### src/rtl/trace_buffer.sv
`default_nettype none
// +----------------------------------------------------------------------------+
// | trace_buffer : run-trace capture FIFO with cycle stamp and stall watchdog  |
// | Revision 1.0                                                               |
// +----------------------------------------------------------------------------+
module trace_buffer #(
  parameter int DEPTH   = 16,
  parameter int STATE_W = 5,
  parameter int DATA_W  = 64,
  parameter int TIMEOUT = 63
) (
  input  logic                            clk,
  input  logic                            reset,
  input  logic [STATE_W-1:0]              stateIn,
  input  logic                            wbWrite,
  input  logic [DATA_W-1:0]               wbData,
  input  logic                            rdEn,
  output logic [16+STATE_W+1+DATA_W-1:0]  rdData,
  output logic                            empty,
  output logic                            full,
  output logic [$clog2(DEPTH):0]          count,
  output logic                            overflow,
  output logic                            timeout,
  output logic [15:0]                     cycle
);
  localparam int            AW            = $clog2(DEPTH);
  localparam int            CW            = AW + 1;
  localparam int            ENTRY_W       = 16 + STATE_W + 1 + DATA_W;
  localparam logic [CW-1:0] FULL_COUNT    = DEPTH[CW-1:0];
  localparam logic [15:0]   TIMEOUT_LIMIT = TIMEOUT[15:0];

  localparam logic [0:0] S_RUN  = 1'b0;
  localparam logic [0:0] S_HALT = 1'b1;

  logic [0:0]         r_state;
  logic [STATE_W-1:0] r_prev_state;
  logic [15:0]        r_idle;
  logic [15:0]        r_cycle;
  logic [AW-1:0]      r_wr_ptr;
  logic [AW-1:0]      r_rd_ptr;
  logic [CW-1:0]      r_count;
  logic               r_overflow;
  logic               r_timeout;
  logic [ENTRY_W-1:0] r_mem [DEPTH];

  logic               w_run;
  logic               w_event;
  logic               w_pop;
  logic               w_push;
  logic               w_idle_trip;
  logic [DATA_W-1:0]  w_data;
  logic [15:0]        w_idle_next;

  assign w_run       = (r_state == S_RUN);
  assign w_event     = w_run && ((stateIn != r_prev_state) || wbWrite);
  assign w_pop       = rdEn && (r_count != '0);
  // A full FIFO still accepts a push when the head leaves on the same edge
  assign w_push      = w_event && ((r_count != FULL_COUNT) || w_pop);
  assign w_data      = wbWrite ? wbData : '0;
  assign w_idle_next = (r_idle < TIMEOUT_LIMIT) ? (r_idle + 16'd1) : r_idle;
  assign w_idle_trip = w_run && !w_event && (w_idle_next == TIMEOUT_LIMIT);

  always_ff @(posedge clk or posedge reset) begin
    if (reset) begin
      r_state      <= S_RUN;
      r_prev_state <= '0;
      r_idle       <= '0;
      r_cycle      <= '0;
      r_wr_ptr     <= '0;
      r_rd_ptr     <= '0;
      r_count      <= '0;
      r_overflow   <= 1'b0;
      r_timeout    <= 1'b0;
    end else begin
      r_cycle <= r_cycle + 16'd1;
      if (w_run) begin
        r_prev_state <= stateIn;
      end
      if (w_event) begin
        r_idle <= '0;
      end else if (w_run) begin
        r_idle <= w_idle_next;
      end
      if (w_idle_trip) begin
        r_state   <= S_HALT;
        r_timeout <= 1'b1;
      end
      if (w_event && !w_push) begin
        r_overflow <= 1'b1;
      end
      if (w_push) begin
        r_wr_ptr <= r_wr_ptr + AW'(1);
      end
      if (w_pop) begin
        r_rd_ptr <= r_rd_ptr + AW'(1);
      end
      if (w_push && !w_pop) begin
        r_count <= r_count + CW'(1);
      end else if (w_pop && !w_push) begin
        r_count <= r_count - CW'(1);
      end
    end
  end

  // Storage needs no reset: the pointers alone define which entries are live
  always_ff @(posedge clk) begin
    if (w_push) begin
      r_mem[r_wr_ptr] <= {r_cycle, stateIn, wbWrite, w_data};
    end
  end

  assign rdData   = r_mem[r_rd_ptr];
  assign empty    = (r_count == '0);
  assign full     = (r_count == FULL_COUNT);
  assign count    = r_count;
  assign overflow = r_overflow;
  assign timeout  = r_timeout;
  assign cycle    = r_cycle;

endmodule
`default_nettype wire

### config.mk
export PLATFORM = sky130hd
export DESIGN_NAME = trace_buffer
export DESIGN_NICKNAME = d
export VERILOG_FILES = /design/src/rtl/trace_buffer.sv
export SDC_FILE = /design/constraint.sdc
export NUM_CORES = 1
export LEC_CHECK = 0
export BUFFER_PORTS_ARGS = -buffer_cell sky130_fd_sc_hd__buf_2
export CAP_MARGIN = 15
export CELL_PAD_IN_SITES_DETAIL_PLACEMENT = 0
export CELL_PAD_IN_SITES_GLOBAL_PLACEMENT = 1
export CORE_MARGIN = 2
export CORE_UTILIZATION = 29
export DETAILED_ROUTE_END_ITERATION = 10
export PLACE_DENSITY = 0.47
export REMOVE_ABC_BUFFERS = 1
export SYNTH_ARGS = -nofsm -noshare
export SYNTH_HDL_FRONTEND = slang
export SYNTH_SLANG_ARGS = --single-unit
### constraint.sdc
create_clock -name clk -period 10.1 [get_ports clk]
set_input_delay 0.505 -clock clk [delete_from_list [all_inputs] [get_ports clk]]
set_output_delay 0.505 -clock clk [all_outputs]
set_load 0.02 [all_outputs]
==> results_dict.tcl, run 1 <==
set metrics [dict create \
    outcome "finished, final reports clean" \
    cts_max_path_buffers 3 \
    grt_pass1_vias 26300 \
    path_class "flop to output port" \
    synth-xor-area-share 0.00478 \
    post-cts-setup-buffers 0 \
    layout-area-overhead-vs-synth_pct 16.1 \
    slowest_delay_ns 0.91 \
    syn_area_mm2 0.0550 \
    grt_max_degree 139 \
    drtIter0Drc 1877 \
    ys_types 41 \
    cts_tree "yes" \
    rsz0062_at_grt "false" \
    post-route-cell-area_mm2 0.0639 \
    avgViaCountPerCell 4.75 \
    worstPathCellList "buf_4 -> buf_4 -> mux4_1 -> mux4_2 -> buf_2" \
    r2r_slack_ns 6.28 \
    portBuffers 183 \
    maxSlewHeadroom 0.231 \
    cts-root-buf "clkbuf_16" \
    drive_gt1_frac 0.310 \
    critPathSlowestCell "dfrtp_4" \
    clock-sinks 1428 \
    die_h_um 440 \
    htreeDepth 4 \
    p_leak_uw 0.0192 \
    worst_slew_pin_slew_ns 1.15 \
    clkSlewWorstSetupHoldPaths_ns 0.06 \
    wire_per_inst_um 27.9 \
    grt_overflow 0 \
    final_cell_mix "edfxtp_1 (1376), mux4_2 (337), buf_2 (182), clkbuf_16 (162), mux4_1 (93)" \
    drc 0 \
    antenna_found_initial 9 \
    maxSlewViolCount 0 \
    grt_pass1_wl_um 201000 \
    holdCritPathClass "primary input to flop" \
    worstHoldStart "stateIn[1]" \
    synth_simple_gate_area_frac 0.0166 \
    rr_endpoint "r_mem[1][38]" \
    finalClockSkew_ns 0.0302 \
    ant_nets 0 \
    drtPass1Iterations 7 \
    synth_seq_area_share 0.775 \
    die_w_um 440 \
    synth_fa_ha_area_frac 0.00287 \
    r2r_cells 7 \
    synth_seq_cells 1428 \
    dp_cells 4829 \
    cts_resized 0 \
    synth_top_area_frac 0.751 \
    powerDensity_mw_per_mm2 243 \
    fin_nets 2581 \
    track_usage 0.148 \
    holdPathStages 1 \
    synth_compound_gate_area_share 0.00350 \
    path_max_fanout 45 \
    fin_setup_tns_ns 0 \
    crit_top_cell "buf_4" \
    synthTopCellsByArea "edfxtp_1 (75%), mux4_2 (14%), mux4_1 (4.4%)" \
    synth_ff_type "edfxtp_1" \
    ios 184 \
    hold_violations 0 \
    wirelength_um 143000 \
    layout_commonest_cell "edfxtp_1" \
    async_flop_share 0.0364 \
    irDropWorstVdd_mv 0.200 \
    critPathTopFamily "buffers and inverters" \
    cp_data_arrival_time_ns 4.93 \
    yosysTopAreaCell "edfxtp_1" \
    hpwl_um 72400 \
    final_util 0.339 \
    max_freq_ghz 0.184 \
    path_buf_inv 3 \
    syn_avg_cell_area_um2 24.8 \
    start_util 0.292 \
    min_to "r_mem[15][66]" \
    cp.required_ns 9.60 \
    fin_hold_ws_ns 0.137 \
    coreArea_mm2 0.188 \
    rr_startpoint "r_prev_state[4]" \
    num_vias 24300 \
    synth_mux_area_frac 0.184 \
    cap_viol_max_count 0 \
    end_kind "output port" \
    yosysWarningCount 0 \
    clk_latency_ns 0.80 \
    finalSetupViolCount 0 \
    rows 159 \
    synth_cells 2215 \
    dieArea_mm2 0.193 \
    cts_made_buffers 159 \
    crit_path_start_kind "flop" \
    synth_top_family_by_area "multiplexers" \
    synth_edf_count 1376 \
    finalCritPeriodShare 0.538 \
    final_cells 5127 \
    place_congestion 0.686 \
    fin_crit_ns 5.43 \
    placed_area_mm2 0.0588 \
]
power breakdown:
| part | internal (uW) | switching, uW | total, uW |
|---|---|---|---|
| logic | 1510 | 1770 | 3280 |
| clock network | 3200 | 2370 | 5570 |
| registers | 6500 | 184 | 6680 |
registers in the layout (all words and copies together) (netlist names):
signal        flops
r_mem          1376
cycle            16
r_idle           16
count             5
r_prev_state      5
r_rd_ptr          4
r_wr_ptr          4
overflow          1
r_state           1
Yosys cell counts (2+ instances only):
cell,n
edfxtp_1,1376
ha_1,11
mux2_2,6
o21ai_0,8
dfrtp_1,52
xnor2_1,23
and3_1,20
buf_6,35
mux4_1,93
and2_1,66
buf_12,4
nor4_1,4
mux4_2,337
buf_2,3
xor2_1,7
nand4_1,7
a31oi_1,4
a21oi_1,5
a21o_1,2
buf_1,10
inv_1,10
clkbuf_1,57
nor2_1,12
nand2_1,23
nor2b_1,12
nor3_1,3
nand3_1,11
through the flow:
step | setup WS (ns) | total power, uW
after global routing | 4.30 | 16200
after CTS | 4.42 | 15800
after floorplan | -4.25 | 9800
final | 4.67 | 15500
after detailed placement | 5.30 | 10200
after global placement | 5.32 | 10200
routing by layer:
| layer | vias up | track usage | wire length [um] |
|---|---|---|---|
| li1 | 10200 | - | - |
| met1 | 13500 | 0.193 | 62000 |
| met2 | 505 | 0.253 | 72600 |
| met3 | 168 | 0.0253 | 5400 |
| met4 | 4 | 0.0392 | 2820 |
| met5 | - | 0 | 23 |
timing repair:
action | 4_1_cts | 5_1_grt
hold buffers | 1 | 0
hold endpoints to repair | 52 | 0
endpoints found under the setup margin | 0 | 0
area by class of cell:
| cell class | count | area [um2] |
|---|---|---|
| Fill cell | 17600 | 124000 |
| Clock inverter | 82 | 753 |
| Multi-Input combinational cell | 668 | 11700 |
| Sequential cell | 1428 | 42600 |
| Antenna cell | 4 | 10.0 |
| Timing Repair Buffer | 229 | 1300 |
| Inverter | 10 | 37.5 |
| Tap cell | 2495 | 3120 |
| Clock buffer | 211 | 4310 |
cells by family after synthesis:
logic type	count (synthesis)
xor+xnor	30
simple gates	161
flops	1428
mux	436
buf+inv	119
fa+ha+maj	12
compound gates	29
how the worst max path moves through the flow:
stage / from / end / slack (ns) / cells past startpoint
2_1_floorplan: r_rd_ptr[0] / rdData[0] / -4.25 / 2
3_3_place_gp: r_rd_ptr[0] / rdData[42] / 5.32 / 5
3_5_place_dp: r_rd_ptr[0] / rdData[42] / 5.30 / 5
4_1_cts: r_rd_ptr[0] / rdData[42] / 4.42 / 5
5_1_grt: r_rd_ptr[0] / rdData[42] / 4.30 / 5
6_report: r_rd_ptr[0] / rdData[42] / 4.67 / 5
No activity file was read; power rests on OpenSTA's default activity.
==> run 2: changes to the inputs <==
--- a/config.mk
+++ b/config.mk
@@ -12,7 +12,7 @@
 export CORE_MARGIN = 2
 export CORE_UTILIZATION = 29
 export DETAILED_ROUTE_END_ITERATION = 10
-export PLACE_DENSITY = 0.47
+export PLACE_DENSITY = 0.48
 export REMOVE_ABC_BUFFERS = 1
 export SYNTH_ARGS = -nofsm -noshare
 export SYNTH_HDL_FRONTEND = slang
==> constraint.sdc (replaced) <==
create_clock -name clk -period 4.6 [get_ports clk]
set_input_delay 0.23 -clock clk [delete_from_list [all_inputs] [get_ports clk]]
set_output_delay 0.23 -clock clk [all_outputs]
set_load 0.02 [all_outputs]
==> results_dict.tcl, run 2 (synthesis results as in run 1) <==
set metrics [dict create \
    num_vias 24600 \
    drtPass1Iterations 5 \
    htreeDepth 4 \
    fin_setup_tns_ns 0 \
    path_depth 4 \
    max_freq_ghz 0.257 \
    grt_pass1_wl_um 203000 \
    hold_buffers 11 \
    post-cts-setup-buffers 0 \
    clkSlewWorstSetupHoldPaths_ns 0.06 \
    die_w_um 440 \
    irDropWorstVdd_mv 0.351 \
    cts_made_buffers 160 \
    drive_gt1_frac 0.314 \
    start_util 0.292 \
    portBuffers 183 \
    finalWorstSetupSlack_ns 0.715 \
    final_cell_mix "edfxtp_1 (1376), mux4_2 (337), buf_2 (182), clkbuf_16 (163), mux4_1 (93)" \
    maxSlewHeadroom 0.324 \
    cts_max_path_buffers 3 \
    cap_viol_max_count 0 \
    rsz0062_at_grt "false" \
    grt_pass1_vias 26700 \
    worst_slew_pin_slew_ns 1.01 \
    clk_latency_ns 0.79 \
    rr_endpoint "count[4]" \
    outcome "finished, final reports clean" \
    endpoint "rdData[82]" \
    avgViaCountPerCell 4.77 \
    crit_path_start_kind "flop" \
    cp_data_arrival_time_ns 3.65 \
    worstPathCellList "buf_4 -> mux4_1 -> mux4_2 -> buf_2" \
    crit_start "r_rd_ptr[0]" \
    wire_per_inst_um 27.7 \
    rr_startpoint "count[0]" \
    powerDensity_mw_per_mm2 528 \
    finalClockSkew_ns 0.0322 \
    fin_nets 2620 \
    r2r_slack_ns 1.46 \
    place_congestion 0.708 \
    track_usage 0.148 \
    antenna_found_initial 14 \
    largest_register_ffs 1376 \
    slowest_delay_ns 0.87 \
    critPathSlowestCell "dfrtp_4" \
    hold_violations 0 \
    p_leak_uw 0.0195 \
    grt_max_degree 93 \
    ios 184 \
    rows 159 \
    end_kind "output port" \
    ant_nets 0 \
    path_class "flop to output port" \
    fin_crit_ns 3.88 \
    cts_resized 0 \
    layout-area-overhead-vs-synth_pct 17.2 \
    grt_overflow 0 \
    top_register "r_mem" \
    die_h_um 440 \
    path_max_fanout 28 \
    drc 0 \
    path_buf_inv 2 \
    drtIter0Drc 1870 \
    cp.required_ns 4.37 \
    post-place-ws_ns 1.42 \
    finalSetupViolCount 0 \
    coreArea_mm2 0.188 \
    layout_commonest_cell "edfxtp_1" \
    finalCritPeriodShare 0.845 \
    hpwl_um 75400 \
    critPathTopFamily "multiplexers" \
    cts_tree "yes" \
    clock-sinks 1428 \
    wirelength_um 143000 \
    dieArea_mm2 0.193 \
    r2r_cells 12 \
    holdCritPathClass "primary input to flop" \
    cts-root-buf "clkbuf_16" \
    maxSlewViolCount 0 \
]
==> run 2: routing by layer <==
| metal | up-vias | GRT usage | share of wire |
|---|---|---|---|
| li1 | 10300 | - | - |
| met1 | 13500 | 0.196 | 0.44 |
| met2 | 605 | 0.253 | 0.50 |
| met3 | 209 | 0.0261 | 0.041 |
| met4 | 2 | 0.0368 | 0.019 |
| met5 | - | 0 | 0.000091 |
==> run 2: worst min-delay path by stage <==
stage | from | end | cells past startpoint
finish | wbData[40] | r_mem[1][40] | 2
global route | wbData[29] | r_mem[12][29] | 2
CTS | wbData[52] | r_mem[2][52] | 2
detailed placement | r_idle[9] | r_idle[9] | 1
global placement | r_idle[13] | r_idle[13] | 1
floorplan | wbWrite | r_mem[0][64] | 0
==> run 2: report_power, final <==
| part | total (uW) | switching (uW) | internal (uW) |
|---|---|---|---|
| Combinational | 7450 | 3950 | 3490 |
| Sequential | 14700 | 407 | 14300 |
| Clock | 11900 | 5080 | 6860 |
==> run 2: through the flow <==
| step | total power [uW] | utilization | instances | area [um2] | hold WS [ns] |
|---|---|---|---|---|---|
| finish | 34000 | 0.343 | 5157 | 64500 | 0.0657 |
| global route | 35400 | 0.343 | 5155 | 64500 | 0.0655 |
| global placement | 22600 | 0.316 | 4857 | 59500 | 0.485 |
| detailed placement | 22700 | 0.316 | 4857 | 59500 | 0.486 |
| floorplan | 19100 | - | 2106 | 54300 | 0.329 |
| CTS | 34700 | 0.342 | 5154 | 64500 | 0.00183 |
==> run 2: layout make-up <==
cell class / instances / area, um2
flip-flops and latches: 1428 / 42600
inverters: 10 / 37.5
fillers: 17500 / 124000
clock inverters: 74 / 558
well taps: 2495 / 3120
repair buffers: 267 / 2090
clock buffers: 212 / 4300
diodes: 3 / 7.51
multi-input cells: 668 / 11700
